$ cat config.mk
export PLATFORM = sky130hd
export DESIGN_NAME = regfile_op_sequencer
export DESIGN_NICKNAME = d
export VERILOG_FILES = /design/src/rtl/regfile_pkg.sv /design/src/rtl/rf_alu.sv /design/src/rtl/regfile_op_sequencer.sv
export SDC_FILE = /design/constraint.sdc
export NUM_CORES = 1
export LEC_CHECK = 0
export ABC_AREA = 1
export BUFFER_PORTS_ARGS = -buffer_cell sky130_fd_sc_hd__buf_2
export CORE_MARGIN = 3
export CORE_UTILIZATION = 49
export DETAILED_ROUTE_END_ITERATION = 8
export PLACE_DENSITY_LB_ADDON = 0.25
export SLEW_MARGIN = 25
export SYNTH_ARGS = -nofsm -noshare
export SYNTH_HDL_FRONTEND = slang
export SYNTH_SLANG_ARGS = --single-unit
$ cat constraint.sdc
create_clock -name clk_i -period 5.6 [get_ports clk_i]
set_input_delay 1.12 -clock clk_i [delete_from_list [all_inputs] [get_ports clk_i]]
set_output_delay 1.12 -clock clk_i [all_outputs]
set_load 0.005 [all_outputs]
$ cat src/rtl/regfile_pkg.sv
// Shared definitions for the register-file operation sequencer.
//   DATA_W / ADDR_W : register file data and address widths
//   Op*             : 3-bit command opcodes
//   state_e         : sequencer FSM state encoding
package regfile_pkg;

    localparam int unsigned DATA_W = 16;
    localparam int unsigned ADDR_W = 4;

    localparam logic [2:0] OpAdd = 3'b000;
    localparam logic [2:0] OpSub = 3'b001;
    localparam logic [2:0] OpAnd = 3'b010;
    localparam logic [2:0] OpOr  = 3'b011;
    localparam logic [2:0] OpXor = 3'b100;
    localparam logic [2:0] OpShl = 3'b101;
    localparam logic [2:0] OpLdi = 3'b110;
    localparam logic [2:0] OpCmp = 3'b111;

    typedef enum logic [1:0] {
        StIdle,
        StRead,
        StExec,
        StWrite
    } state_e;

endpackage

$ cat src/rtl/rf_alu.sv
// Combinational ALU for the sequencer.
//   op_i        : opcode
//   a_i, b_i    : captured operands
//   imm_i       : immediate (LDI)
//   result_o    : result truncated to DATA_W (CMP: the difference, not written)
//   z_o/c_o/n_o : zero, carry/borrow/shifted-out bit, negative
module rf_alu
    import regfile_pkg::*;
#(
    parameter int unsigned DATA_W = regfile_pkg::DATA_W
) (
    input  logic [2:0]        op_i,
    input  logic [DATA_W-1:0] a_i,
    input  logic [DATA_W-1:0] b_i,
    input  logic [DATA_W-1:0] imm_i,
    output logic [DATA_W-1:0] result_o,
    output logic              z_o,
    output logic              c_o,
    output logic              n_o
);

    localparam int unsigned ShW = $clog2(DATA_W);

    logic [DATA_W:0]  sum;
    logic [DATA_W:0]  diff;
    logic [DATA_W:0]  shl_ext;
    logic [ShW-1:0]   shamt;

    assign shamt = b_i[ShW-1:0];
    assign sum   = {1'b0, a_i} + {1'b0, b_i};
    // Top bit of the extended difference is the unsigned borrow (a < b).
    assign diff  = {1'b0, a_i} - {1'b0, b_i};
    // Top bit of the extended shift is the last bit shifted out; zero when shamt is 0.
    assign shl_ext = {1'b0, a_i} << shamt;

    always_comb begin
        result_o = '0;
        c_o      = 1'b0;
        unique case (op_i)
            OpAdd: begin
                result_o = sum[DATA_W-1:0];
                c_o      = sum[DATA_W];
            end
            OpSub, OpCmp: begin
                result_o = diff[DATA_W-1:0];
                c_o      = diff[DATA_W];
            end
            OpAnd: result_o = a_i & b_i;
            OpOr:  result_o = a_i | b_i;
            OpXor: result_o = a_i ^ b_i;
            OpShl: begin
                result_o = shl_ext[DATA_W-1:0];
                c_o      = shl_ext[DATA_W];
            end
            OpLdi: result_o = imm_i;
            default: ;
        endcase
    end

    assign z_o = (result_o == '0);
    assign n_o = result_o[DATA_W-1];

endmodule

$ cat src/rtl/regfile_op_sequencer.sv
// Register-file client: accepts one two-operand command, reads both operands,
// executes the ALU op and writes the result back. One command per 4 cycles.
//   clk_i, rst_ni               : clock, async active-low reset
//   cmd_valid_i / cmd_ready_o   : command handshake (ready only in idle)
//   cmd_op/dst/src_a/src_b/imm_i: command fields, sampled at the accept edge
//   rf_read_addr_a/b_o          : register file read addresses
//   rf_read_data_a/b_i          : register file combinational read data
//   rf_write_en/addr/data_o     : register file write port
//   done_o                      : one-cycle retire pulse
//   flag_z/c/n_o                : flags of the last executed op
module regfile_op_sequencer
    import regfile_pkg::*;
#(
    parameter int unsigned DATA_W = regfile_pkg::DATA_W,
    parameter int unsigned ADDR_W = regfile_pkg::ADDR_W
) (
    input  logic              clk_i,
    input  logic              rst_ni,
    input  logic              cmd_valid_i,
    output logic              cmd_ready_o,
    input  logic [2:0]        cmd_op_i,
    input  logic [ADDR_W-1:0] cmd_dst_i,
    input  logic [ADDR_W-1:0] cmd_src_a_i,
    input  logic [ADDR_W-1:0] cmd_src_b_i,
    input  logic [DATA_W-1:0] cmd_imm_i,
    output logic [ADDR_W-1:0] rf_read_addr_a_o,
    output logic [ADDR_W-1:0] rf_read_addr_b_o,
    input  logic [DATA_W-1:0] rf_read_data_a_i,
    input  logic [DATA_W-1:0] rf_read_data_b_i,
    output logic              rf_write_en_o,
    output logic [ADDR_W-1:0] rf_write_addr_o,
    output logic [DATA_W-1:0] rf_write_data_o,
    output logic              done_o,
    output logic              flag_z_o,
    output logic              flag_c_o,
    output logic              flag_n_o
);

    state_e            state_q;
    logic [2:0]        op_q;
    logic [ADDR_W-1:0] dst_q;
    logic [DATA_W-1:0] imm_q;
    logic [DATA_W-1:0] opa_q;
    logic [DATA_W-1:0] opb_q;

    logic [DATA_W-1:0] alu_result;
    logic              alu_z;
    logic              alu_c;
    logic              alu_n;

    rf_alu #(
        .DATA_W (DATA_W)
    ) u_alu (
        .op_i     (op_q),
        .a_i      (opa_q),
        .b_i      (opb_q),
        .imm_i    (imm_q),
        .result_o (alu_result),
        .z_o      (alu_z),
        .c_o      (alu_c),
        .n_o      (alu_n)
    );

    always_ff @(posedge clk_i or negedge rst_ni) begin
        if (!rst_ni) begin
            state_q          <= StIdle;
            op_q             <= '0;
            dst_q            <= '0;
            imm_q            <= '0;
            opa_q            <= '0;
            opb_q            <= '0;
            cmd_ready_o      <= 1'b1;
            rf_read_addr_a_o <= '0;
            rf_read_addr_b_o <= '0;
            rf_write_en_o    <= 1'b0;
            rf_write_addr_o  <= '0;
            rf_write_data_o  <= '0;
            done_o           <= 1'b0;
            flag_z_o         <= 1'b0;
            flag_c_o         <= 1'b0;
            flag_n_o         <= 1'b0;
        end else begin
            unique case (state_q)
                StIdle: begin
                    if (cmd_valid_i) begin
                        op_q             <= cmd_op_i;
                        dst_q            <= cmd_dst_i;
                        imm_q            <= cmd_imm_i;
                        rf_read_addr_a_o <= cmd_src_a_i;
                        rf_read_addr_b_o <= cmd_src_b_i;
                        cmd_ready_o      <= 1'b0;
                        state_q          <= StRead;
                    end
                end
                StRead: begin
                    // Operands captured before any write-back, so dst==src sees the old value.
                    opa_q   <= rf_read_data_a_i;
                    opb_q   <= rf_read_data_b_i;
                    state_q <= StExec;
                end
                StExec: begin
                    flag_z_o <= alu_z;
                    flag_c_o <= alu_c;
                    flag_n_o <= alu_n;
                    done_o   <= 1'b1;
                    if (op_q != OpCmp) begin
                        rf_write_en_o   <= 1'b1;
                        rf_write_addr_o <= dst_q;
                        rf_write_data_o <= alu_result;
                    end
                    state_q <= StWrite;
                end
                StWrite: begin
                    rf_write_en_o <= 1'b0;
                    done_o        <= 1'b0;
                    cmd_ready_o   <= 1'b1;
                    state_q       <= StIdle;
                end
                default: state_q <= StIdle;
            endcase
        end
    end

endmodule

==> flow_summary.json, run 1 <==
{
  "run_status": "completed",
  "routedWlPerCell_um": 16.7,
  "die_area_um2": 16000,
  "worstHoldPathCells": 2,
  "drtAntennaViolNets": 0,
  "first_pass_grt_wire_length_um": 35000,
  "final_common_cell": "sky130_fd_sc_hd__nand2_1",
  "synthToLayoutAreaGrowth_pct": 10.5,
  "cts.sinks": 91,
  "maxCapViolCount": 0,
  "synthDistinctLibCells": 42,
  "synth_top_cell_area_share_pct": 31.7,
  "slew_headroom_pct": 39.5,
  "cts.root.buffer_cell": "sky130_fd_sc_hd__clkbuf_16",
  "yosys.area.top_type": "sky130_fd_sc_hd__dfrtp_1",
  "netlist_instances": 1070,
  "floorplan.die.height_um": 127,
  "total_power_w": 0.00569,
  "leakage_nw": 4.21,
  "clk_transition_reported_paths_ps": 80,
  "hpwlAfterDp_um": 17400,
  "tritoncts": "done",
  "skew_ps": 9.51,
  "rsz0062_at_grt": "no",
  "synth_sequential_area_ratio_pct": 32.0,
  "cts_made_buffers": 9,
  "fill_cells": 1416,
  "synth_area_per_cell_um2": 6.65,
  "synth.top_cells.by_area": "sky130_fd_sc_hd__dfrtp_1 (32%), sky130_fd_sc_hd__nand2_1 (19%), sky130_fd_sc_hd__ha_1 (9.5%), sky130_fd_sc_hd__nand3_1 (7.7%), sky130_fd_sc_hd__o21ai_0 (6.1%)",
  "slew_worst_pin_ps": 906,
  "post_synth_instance_area_um2": 7120,
  "antenna_cells": 0,
  "final.min_clock_period_ps": 3200,
  "final_cell_mix": "sky130_fd_sc_hd__nand2_1 (360), sky130_fd_sc_hd__inv_1 (109), sky130_fd_sc_hd__nand3_1 (109), sky130_fd_sc_hd__buf_2 (98)",
  "kind_of_end_point_of_the_critical_path": "flop",
  "grt_antenna_before_repair": 0,
  "pin_count": 100,
  "synth_warnings": 0,
  "routed-via-count": 7243,
  "hold_violations": 0,
  "max_freq_ghz": 0.312,
  "final_net_count": 1258,
  "ys.flop_type": "sky130_fd_sc_hd__dfrtp_1",
  "postCtsSetupRepairBufs": 0,
  "postSynthRegisterBits": 91,
  "first_global_vias": 6638,
  "place.gp.congestion": 1.01,
  "power.ir.vdd_worst_mv": 0.291,
  "timing_worst_setup_path_type": "reg2reg",
  "cp.required_ps": 5880,
  "htree_levels": 3,
  "setup-violations-final": 0,
  "power.density_nw_per_um2": 724,
  "r2r_cells": 14,
  "buffer_ports.inserted": 99,
  "timing.critical_path.arrival_ps": 3490,
  "postSynthNetCount": 1192,
  "multi_input_gate_area_um2": 4110,
  "clock_tree.buffer_depth": 2,
  "global_route.overflow_total": 0,
  "post_drt_via_cell_ratio": 5.48,
  "groute.usage.overall_pct": 27.6,
  "drcViolationCount": 0,
  "core_area_um2": 14000,
  "worstPathMaxFanout": 28,
  "final_min_period_over_clock_period_pct": 57.2,
  "drtPass1Iterations": 5,
  "routed_wl_um": 22000,
  "insertion_delay_of_the_later_clocked_pin_in_the_worst_skew_pair_ps": 360,
  "drt_first_iter_violations": 672,
  "start_util_pct": 50.7,
  "placedInstanceArea_um2": 7560,
  "placement.setup.worst_slack_ps": 2460,
  "worstSetupStartpointType": "flop",
  "grt_start_max_net_pins": 65,
  "final_design_area_no_fill_um2": 7860,
  "setup_tns_ps": 0,
  "cts_hold_buf": 0,
  "final_max_slew_viol_count": 0,
  "min_path_type": "reg2reg",
  "chipWidth_um": 127,
  "fraction_of_layout_cells_with_a_size_suffix_above_1_pct": 13.2,
  "row_count": 43,
  "setup_ws_ps": 2400,
  "synth_edf_count": 0,
  "post_cts.resized_instances": 0,
  "final-seq-area_um2": 2280,
  "share_of_flip_flops_with_an_asynchronous_set_or_reset_pct": 100
}
[path summary, 6_finish.rpt]
kind,start,endpoint,slack [ps]
max,opb_q[0],flag_z_o,2400
min,rf_write_data_o[9],rf_write_data_o[9],480
max reg2reg,opb_q[0],flag_z_o,2400
max in group asynchronous,rst_ni,rf_read_addr_b_o[3],3770
min reg2reg,rf_write_data_o[9],rf_write_data_o[9],480
min in group asynchronous,rst_ni,opb_q[12],730
[worst max-delay path: stages, from the launching register on]
cell and delay, ps:
sky130_fd_sc_hd__dfrtp_1 920, sky130_fd_sc_hd__ha_1 380, sky130_fd_sc_hd__inv_1 110, sky130_fd_sc_hd__fa_1 390
sky130_fd_sc_hd__inv_1 140, sky130_fd_sc_hd__nand3_1 80, sky130_fd_sc_hd__nand3_1 150, sky130_fd_sc_hd__nand3_1 160
sky130_fd_sc_hd__nand3_1 130, sky130_fd_sc_hd__nand2_1 60, sky130_fd_sc_hd__nand3_1 90, sky130_fd_sc_hd__nand3_1 160
sky130_fd_sc_hd__nor2_1 140, sky130_fd_sc_hd__nand3_1 80, sky130_fd_sc_hd__o21bai_1 140
[synthesized netlist by cell type, types with 2 or more instances]
library cell / count
sky130_fd_sc_hd__a21oi_1: 42
sky130_fd_sc_hd__a21oi_2: 4
sky130_fd_sc_hd__and3_1: 2
sky130_fd_sc_hd__buf_1: 2
sky130_fd_sc_hd__buf_2: 10
sky130_fd_sc_hd__buf_4: 7
sky130_fd_sc_hd__buf_6: 8
sky130_fd_sc_hd__buf_8: 2
sky130_fd_sc_hd__clkbuf_1: 15
sky130_fd_sc_hd__clkbuf_2: 2
sky130_fd_sc_hd__dfrtp_1: 90
sky130_fd_sc_hd__fa_1: 2
sky130_fd_sc_hd__ha_1: 54
sky130_fd_sc_hd__inv_1: 109
sky130_fd_sc_hd__inv_2: 6
sky130_fd_sc_hd__inv_4: 2
sky130_fd_sc_hd__nand2_1: 360
sky130_fd_sc_hd__nand2_2: 7
sky130_fd_sc_hd__nand3_1: 109
sky130_fd_sc_hd__nand3_2: 2
sky130_fd_sc_hd__nand3b_1: 3
sky130_fd_sc_hd__nand4_1: 19
sky130_fd_sc_hd__nor2_1: 90
sky130_fd_sc_hd__nor2_2: 7
sky130_fd_sc_hd__o211ai_1: 3
sky130_fd_sc_hd__o21ai_0: 87
sky130_fd_sc_hd__o21ai_1: 5
sky130_fd_sc_hd__o21bai_1: 4
sky130_fd_sc_hd__o22ai_1: 4
[per-stage QoR]
step	utilization, %	instances	hold slack, ps
floorplan	-	1070	442
CTS	55.9	1321	480
detailed placement	53.8	1305	461
finish	56.0	1321	476
global placement	53.8	1305	450
global route	56.0	1321	497
[sequential cells by signal, indices dropped and copies added, names as in the netlist]
| register | cells |
|---|---|
| imm_q | 16 |
| opa_q | 16 |
| opb_q | 16 |
| rf_write_data_o | 16 |
| dst_q | 4 |
| rf_read_addr_a_o | 4 |
| rf_read_addr_b_o | 4 |
| rf_write_addr_o | 4 |
| op_q | 3 |
| state_q | 2 |
| cmd_ready_o | 1 |
| done_o | 1 |
| flag_c_o | 1 |
| flag_n_o | 1 |
| flag_z_o | 1 |
| rf_write_en_o | 1 |
[logic make-up (layout without fill, tap and decap cells)]
group | Yosys count | count (layout) | synth area share [%]
AND/OR/NAND/NOR | 604 | 604 | 35.7
flip-flops | 91 | 91 | 32.0
buffers and inverters | 163 | 234 | 10.4
adder cells (fa/ha/maj) | 56 | 56 | 10.1
AO/OA/AOI/OAI | 156 | 156 | 11.8
[report_power, final]
group          switching [W]  internal [W]
Clock               0.000294      0.000312
Combinational        0.00262       0.00118
Sequential          0.000318      0.000971
[layer usage]
metal / vias to the layer above / wire length, µm / global-route usage, %
li1: 3566 / - / -
met1: 3280 / 9780 / 40.0
met2: 335 / 9460 / 40.9
met3: 62 / 1900 / 4.51
met4: 0 / 876 / 11.4
met5: - / 0 / 0
[area by class of cell]
cell class | instances | area share (%)
clock buffer | 9 | 2.86
clock inverter | 7 | 0.875
inverter | 117 | 5.65
multi-input combinational | 816 | 52.3
sequential | 91 | 29.0
tap | 180 | 2.86
timing repair buffer | 101 | 6.52
(Power assumes the default switching activity.)
==> inputs of run 2 (changes only) <==
clock period = 2.8 ns   (was 5.6 ns; I/O delays follow)
==> run 2 against run 1 <==
Effect of this change: sequential share of layout area is 0.53 points lower; first-iteration DRC count decreased by 11%; via count down 0.50%; final cell count increased by 1.3%; sequential power is 89% higher; die area unchanged; final area is 1.9% higher; global-route usage up 0.26 points; power grew 100%; clock power rose by 110%; fmax rose by 25%; combinational power is 110% higher; critical endpoint unchanged; largest power group unchanged.
==> flow_summary.json, run 2 (synthesized netlist as in run 1, its figures left out) <==
{
  "run_status": "completed",
  "timing.critical_path.cells": "inv_1 -> ha_1 -> nand2_1 -> nor2_1 -> nand3_1 -> nand4_1 -> nand2_1 -> nand2_1 -> nand3_1 -> nor2_1 -> nand3_1 -> o21bai_1",
  "drtPass1Iterations": 6,
  "share_seq_of_total_power_pct": 21.0,
  "drtAntennaViolNets": 0,
  "hold_violations": 0,
  "global_route.overflow_total": 0,
  "final.min_clock_period_ps": 2570,
  "power.density_nw_per_um2": 1450,
  "fraction_of_layout_cells_with_a_size_suffix_above_1_pct": 14.7,
  "cts.root.buffer_cell": "sky130_fd_sc_hd__clkbuf_16",
  "routedWlPerCell_um": 16.4,
  "hpwlAfterDp_um": 17700,
  "drcViolationCount": 0,
  "die_area_um2": 16000,
  "cp_slowest_stage_delay_ps": 530,
  "final_cell_mix": "sky130_fd_sc_hd__nand2_1 (360), sky130_fd_sc_hd__inv_1 (109), sky130_fd_sc_hd__nand3_1 (109), sky130_fd_sc_hd__buf_2 (98)",
  "cts_made_buffers": 9,
  "timing.critical_path.arrival_ps": 2850,
  "buffer_ports.inserted": 99,
  "final_common_cell": "sky130_fd_sc_hd__nand2_1",
  "rsz0062_at_grt": "no",
  "setup_tns_ps": 0,
  "start_util_pct": 50.7,
  "grt_start_max_net_pins": 39,
  "synthToLayoutAreaGrowth_pct": 12.6,
  "drt_first_iter_violations": 600,
  "max_freq_ghz": 0.389,
  "row_count": 43,
  "core_area_um2": 14000,
  "power.switching_fraction_pct": 55.5,
  "first_pass_grt_wire_length_um": 35400,
  "clock_tree.buffer_depth": 2,
  "fill_cells": 1435,
  "maxCapViolCount": 0,
  "kind_of_end_point_of_the_critical_path": "flop",
  "final_max_slew_viol_count": 0,
  "leakage_nw": 4.31,
  "pin_count": 100,
  "clkPwrFrac_pct": 10.8,
  "hold_ws_ps": 173,
  "routed-via-count": 7207,
  "tritoncts": "done",
  "worstPathMaxFanout": 9,
  "htree_levels": 3,
  "min_path_type": "in2async",
  "floorplan.die.height_um": 127,
  "final_net_count": 1275,
  "antenna_cells": 0,
  "final_min_period_over_clock_period_pct": 91.9,
  "combined_buffer_and_inverter_count_along_the_critical_path": 1,
  "internal-power_w": 0.00517,
  "clk_transition_reported_paths_ps": 70,
  "combPwrFrac_pct": 68.2,
  "crit_path_top_delay_cell": "sky130_fd_sc_hd__ha_1",
  "worst_path_dominant_cell_family": "simple AND/OR/NAND/NOR gates",
  "grt_antenna_before_repair": 0,
  "post_drt_via_cell_ratio": 5.39,
  "groute.usage.overall_pct": 27.9,
  "skew_ps": 9.22,
  "place.gp.congestion": 0.987,
  "chipWidth_um": 127,
  "timing_worst_setup_path_type": "reg2reg",
  "cts.sinks": 91,
  "first_global_vias": 6718,
  "cp.required_ps": 3080,
  "insertion_delay_of_the_later_clocked_pin_in_the_worst_skew_pair_ps": 350,
  "p_switching_w": 0.00645,
  "slew_worst_pin_ps": 560,
  "setup-violations-final": 0,
  "routed_wl_um": 22000,
  "worstSetupStartpointType": "flop",
  "slew_headroom_pct": 62.6,
  "power.ir.vdd_worst_mv": 0.727
}
run 2: changes by cell type in the layout (fill, tap and decap cells not counted), sizes merged:
cell / previous run / this run
clkinv: 2 / 3
clkinvlp: 2 / 0
clkbuf: 9 / 10
inv: 120 / 119
buf: 101 / 118
bufinv: 0 / 1
run 2: worst register-to-register path, cell delays in order (launching register included):
cell	delay, ps
sky130_fd_sc_hd__dfrtp_1	400
sky130_fd_sc_hd__inv_1	110
sky130_fd_sc_hd__ha_1	530
sky130_fd_sc_hd__nand2_1	160
sky130_fd_sc_hd__nor2_1	320
sky130_fd_sc_hd__nand3_1	230
sky130_fd_sc_hd__nand4_1	150
sky130_fd_sc_hd__nand2_1	60
sky130_fd_sc_hd__nand2_1	50
sky130_fd_sc_hd__nand3_1	150
sky130_fd_sc_hd__nor2_1	150
sky130_fd_sc_hd__nand3_1	70
sky130_fd_sc_hd__o21bai_1	130
run 2: final cells by class:
| cell class | instances | area [µm²] | area share [%] |
|---|---|---|---|
| multi-input cells | 816 | 4110 | 51.3 |
| flip-flops and latches | 91 | 2280 | 28.4 |
| repair buffers | 118 | 653 | 8.15 |
| inverters | 117 | 444 | 5.55 |
| clock buffers | 10 | 229 | 2.86 |
| well taps | 180 | 225 | 2.81 |
| clock inverters | 6 | 72.6 | 0.906 |
run 2: layer usage:
metal | wire length, µm | track usage, % | vias up
li1 | - | - | 3587
met1 | 10200 | 40.5 | 3277
met2 | 9600 | 42.0 | 301
met3 | 1730 | 5.89 | 42
met4 | 493 | 7.95 | 0
met5 | 0 | 0 | -
run 2: final timing paths:
check / to / depth (start not counted) / startpoint / slack (ps)
min in group clk_i: imm_q[9] / 3 / cmd_imm_i[9] / 400
worst max-delay path: flag_z_o / 12 / opa_q[9] / 230
worst min register to register: rf_write_addr_o[3] / 2 / dst_q[3] / 470
max in group asynchronous: imm_q[12] / 2 / rst_ni / 1970
worst max register to register: flag_z_o / 12 / opa_q[9] / 230
worst min-delay path: opa_q[12] / 1 / rst_ni / 170
run 2: metrics by stage:
| stage | setup slack (ps) | area, µm² | cells | total power (W) | utilization [%] |
|---|---|---|---|---|---|
| finish | 227 | 8010 | 1338 | 0.0116 | 57.0 |
| floorplan | 517 | 7120 | 1070 | 0.00797 | - |
| global route | 27.2 | 8010 | 1338 | 0.0128 | 57.0 |
| global placement | 275 | 7700 | 1322 | 0.0101 | 54.8 |
| detailed placement | 314 | 7700 | 1322 | 0.0101 | 54.8 |
| CTS | 280 | 8000 | 1338 | 0.0114 | 57.0 |
run 2: what timing repair did:
action,CTS,global route
buffers inserted,0,0
hold buffers,0,0
gates resized for setup,0,3
endpoints found under the setup margin,0,2
run 2: power by group through the flow:
| stage | Sequential, W | Clock, W | Combinational, W |
|---|---|---|---|
| floorplan | 0.00233 | 0 | 0.00565 |
| global placement | 0.00244 | 0 | 0.00766 |
| detailed placement | 0.00246 | 0 | 0.00769 |
| CTS | 0.00244 | 0.00127 | 0.00773 |
| global route | 0.00253 | 0.00132 | 0.00890 |
| finish | 0.00244 | 0.00126 | 0.00793 |
==> inputs of run 3 (changes only) <==
BUFFER_PORTS_ARGS = default   (was -buffer_cell sky130_fd_sc_hd__buf_2)
DONT_BUFFER_PORTS = 1   (was default)
clock period = 3.2 ns   (was 2.8 ns; I/O delays follow)
==> run 3 against run 2 <==
Effect of this change: first-iteration DRC count increased by 17%; count of clock-buffer cells in the layout decreased by 1; combinational power decreased by 17%; clock skew increased by 5.2 ps; non-clock buffer count decreased by 106; sequential power decreased by 9.8%; sequential share of layout area increased by 2.1 points; largest cell class unchanged; largest power group unchanged.
==> flow_summary.json, run 3 (synthesized netlist as in run 1, its figures left out) <==
{
  "run_status": "completed",
  "timing.critical_path.arrival_ps": 2860,
  "hold_violations": 0,
  "synthToLayoutAreaGrowth_pct": 4.71,
  "power.density_nw_per_um2": 1330,
  "global_route.overflow_total": 0,
  "rsz0062_at_grt": "no",
  "cts.root.buffer_cell": "sky130_fd_sc_hd__clkbuf_16",
  "core_area_um2": 14000,
  "pin_count": 100,
  "post_drt_via_cell_ratio": 5.60,
  "min_path_type": "in2async",
  "routed_wl_um": 22100,
  "crit_path_top_delay_cell": "sky130_fd_sc_hd__o21ai_0",
  "cts_made_buffers": 9,
  "placedInstanceArea_um2": 7130,
  "row_count": 43,
  "multi_input_gate_area_um2": 4100,
  "drcViolationCount": 0,
  "htree_levels": 3,
  "drtPass1Iterations": 6,
  "die_area_um2": 16000,
  "drtAntennaViolNets": 0,
  "final_common_cell": "sky130_fd_sc_hd__nand2_1",
  "routed-via-count": 6900,
  "final_max_slew_viol_count": 0,
  "worst_path_dominant_cell_family": "compound AO/OA/AOI/OAI gates",
  "chipWidth_um": 127,
  "clock_tree.buffer_depth": 2,
  "worstPathMaxFanout": 9,
  "cts.sinks": 91,
  "leakage_nw": 3.86,
  "place.gp.congestion": 0.998,
  "worstSetupStartpointType": "flop",
  "fin_cells": 1232,
  "slew_worst_pin_ps": 634,
  "groute.usage.overall_pct": 27.6,
  "clk_transition_reported_paths_ps": 70,
  "combined_buffer_and_inverter_count_along_the_critical_path": 1,
  "antenna_cells": 0,
  "critical-path-top-cell-by-count": "sky130_fd_sc_hd__o21ai_0",
  "post_cts.resized_instances": 0,
  "rrSetupSlack_ps": 590,
  "skew_ps": 14.4,
  "start_util_pct": 50.7,
  "timing.critical_path.cells": "inv_1 -> ha_1 -> o21ai_0 -> o21ai_0 -> nand3_1 -> a21oi_1 -> o21ai_0 -> nand4_1 -> nand2_1 -> nand2_1",
  "setup-violations-final": 0,
  "final_min_period_over_clock_period_pct": 81.6,
  "slew_headroom_pct": 57.8,
  "floorplan.die.height_um": 127,
  "final-seq-area_um2": 2280,
  "final_net_count": 1169,
  "max_freq_ghz": 0.383,
  "routedWlPerCell_um": 17.9,
  "final_cell_mix": "sky130_fd_sc_hd__nand2_1 (360), sky130_fd_sc_hd__inv_1 (109), sky130_fd_sc_hd__nand3_1 (109), sky130_fd_sc_hd__nor2_1 (90), sky130_fd_sc_hd__dfrtp_1 (90)",
  "grt_start_max_net_pins": 91,
  "insertion_delay_of_the_later_clocked_pin_in_the_worst_skew_pair_ps": 370,
  "timing_worst_setup_path_type": "reg2reg",
  "grt_antenna_before_repair": 0,
  "final.min_clock_period_ps": 2610,
  "kind_of_end_point_of_the_critical_path": "flop",
  "first_global_vias": 6432,
  "dp.cells": 1215,
  "power.ir.vdd_worst_mv": 0.562,
  "cp_slowest_stage_delay_ps": 550,
  "buffer_ports.inserted": 0,
  "tritoncts": "done",
  "first_pass_grt_wire_length_um": 34800,
  "hpwlAfterDp_um": 17300,
  "final_design_area_no_fill_um2": 7450,
  "fill_cells": 1438,
  "drt_first_iter_violations": 704,
  "fraction_of_layout_cells_with_a_size_suffix_above_1_pct": 5.89,
  "setup_tns_ps": 0,
  "cp.required_ps": 3450,
  "maxCapViolCount": 0
}
==> run 3: cell types whose count changed in the layout (fill, tap and decap cells not counted), moves of 2 or more <==
cell,delta
sky130_fd_sc_hd__buf_4,-8
sky130_fd_sc_hd__buf_2,-98
sky130_fd_sc_hd__ha_1,+2
sky130_fd_sc_hd__clkinvlp_4,+2
sky130_fd_sc_hd__ha_2,-2
==> run 3: timing repair <==
| action | CTS | global route |
|---|---|---|
| hold buffers | 1 | 0 |
| hold endpoints to repair | 90 | 0 |
| setup buffers | 0 | 0 |
==> run 3: routing by layer <==
metal  routed length (µm)  GRT usage, %
met1                 9950          40.0
met3                 1790          5.56
met2                 9880          41.9
met4                  428          7.82
met5                    0             0
==> run 3: final timing paths <==
| kind | end | startpoint | depth (start not counted) |
|---|---|---|---|
| min in group clk_i | imm_q[9] | cmd_imm_i[9] | 2 |
| hold reg to reg | rf_write_addr_o[0] | dst_q[0] | 2 |
| hold / removal | cmd_ready_o | rst_ni | 0 |
| max in group asynchronous | opa_q[12] | rst_ni | 1 |
| setup / recovery | flag_c_o | opa_q[9] | 10 |
| setup reg to reg | flag_c_o | opa_q[9] | 10 |
==> run 3: area by class of cell <==
| class | count | share of cell area [%] |
|---|---|---|
| clock buffers | 9 | 3.02 |
| well taps | 180 | 3.02 |
| multi-input cells | 816 | 55.0 |
| clock inverters | 7 | 0.924 |
| repair buffers | 12 | 1.48 |
| inverters | 117 | 5.96 |
| flip-flops and latches | 91 | 30.6 |
==> run 3: metrics by stage <==
stage               hold WS [ps]  setup slack [ps]  util (%)  power [W]
floorplan                    344               917         -    0.00698
global placement             348               707      50.8    0.00858
detailed placement           348               687      50.8    0.00862
CTS                          101               665      53.1    0.00975
global route                97.3               297      53.1     0.0108
finish                       116               589      53.1    0.00988
==> run 3: power by group <==
part / total, W / internal, W / switching (W)
clock network: 0.00107 / 0.000546 / 0.000527
logic: 0.00661 / 0.00199 / 0.00462
registers: 0.00220 / 0.00170 / 0.000493
total: 0.00988 / 0.00424 / 0.00564
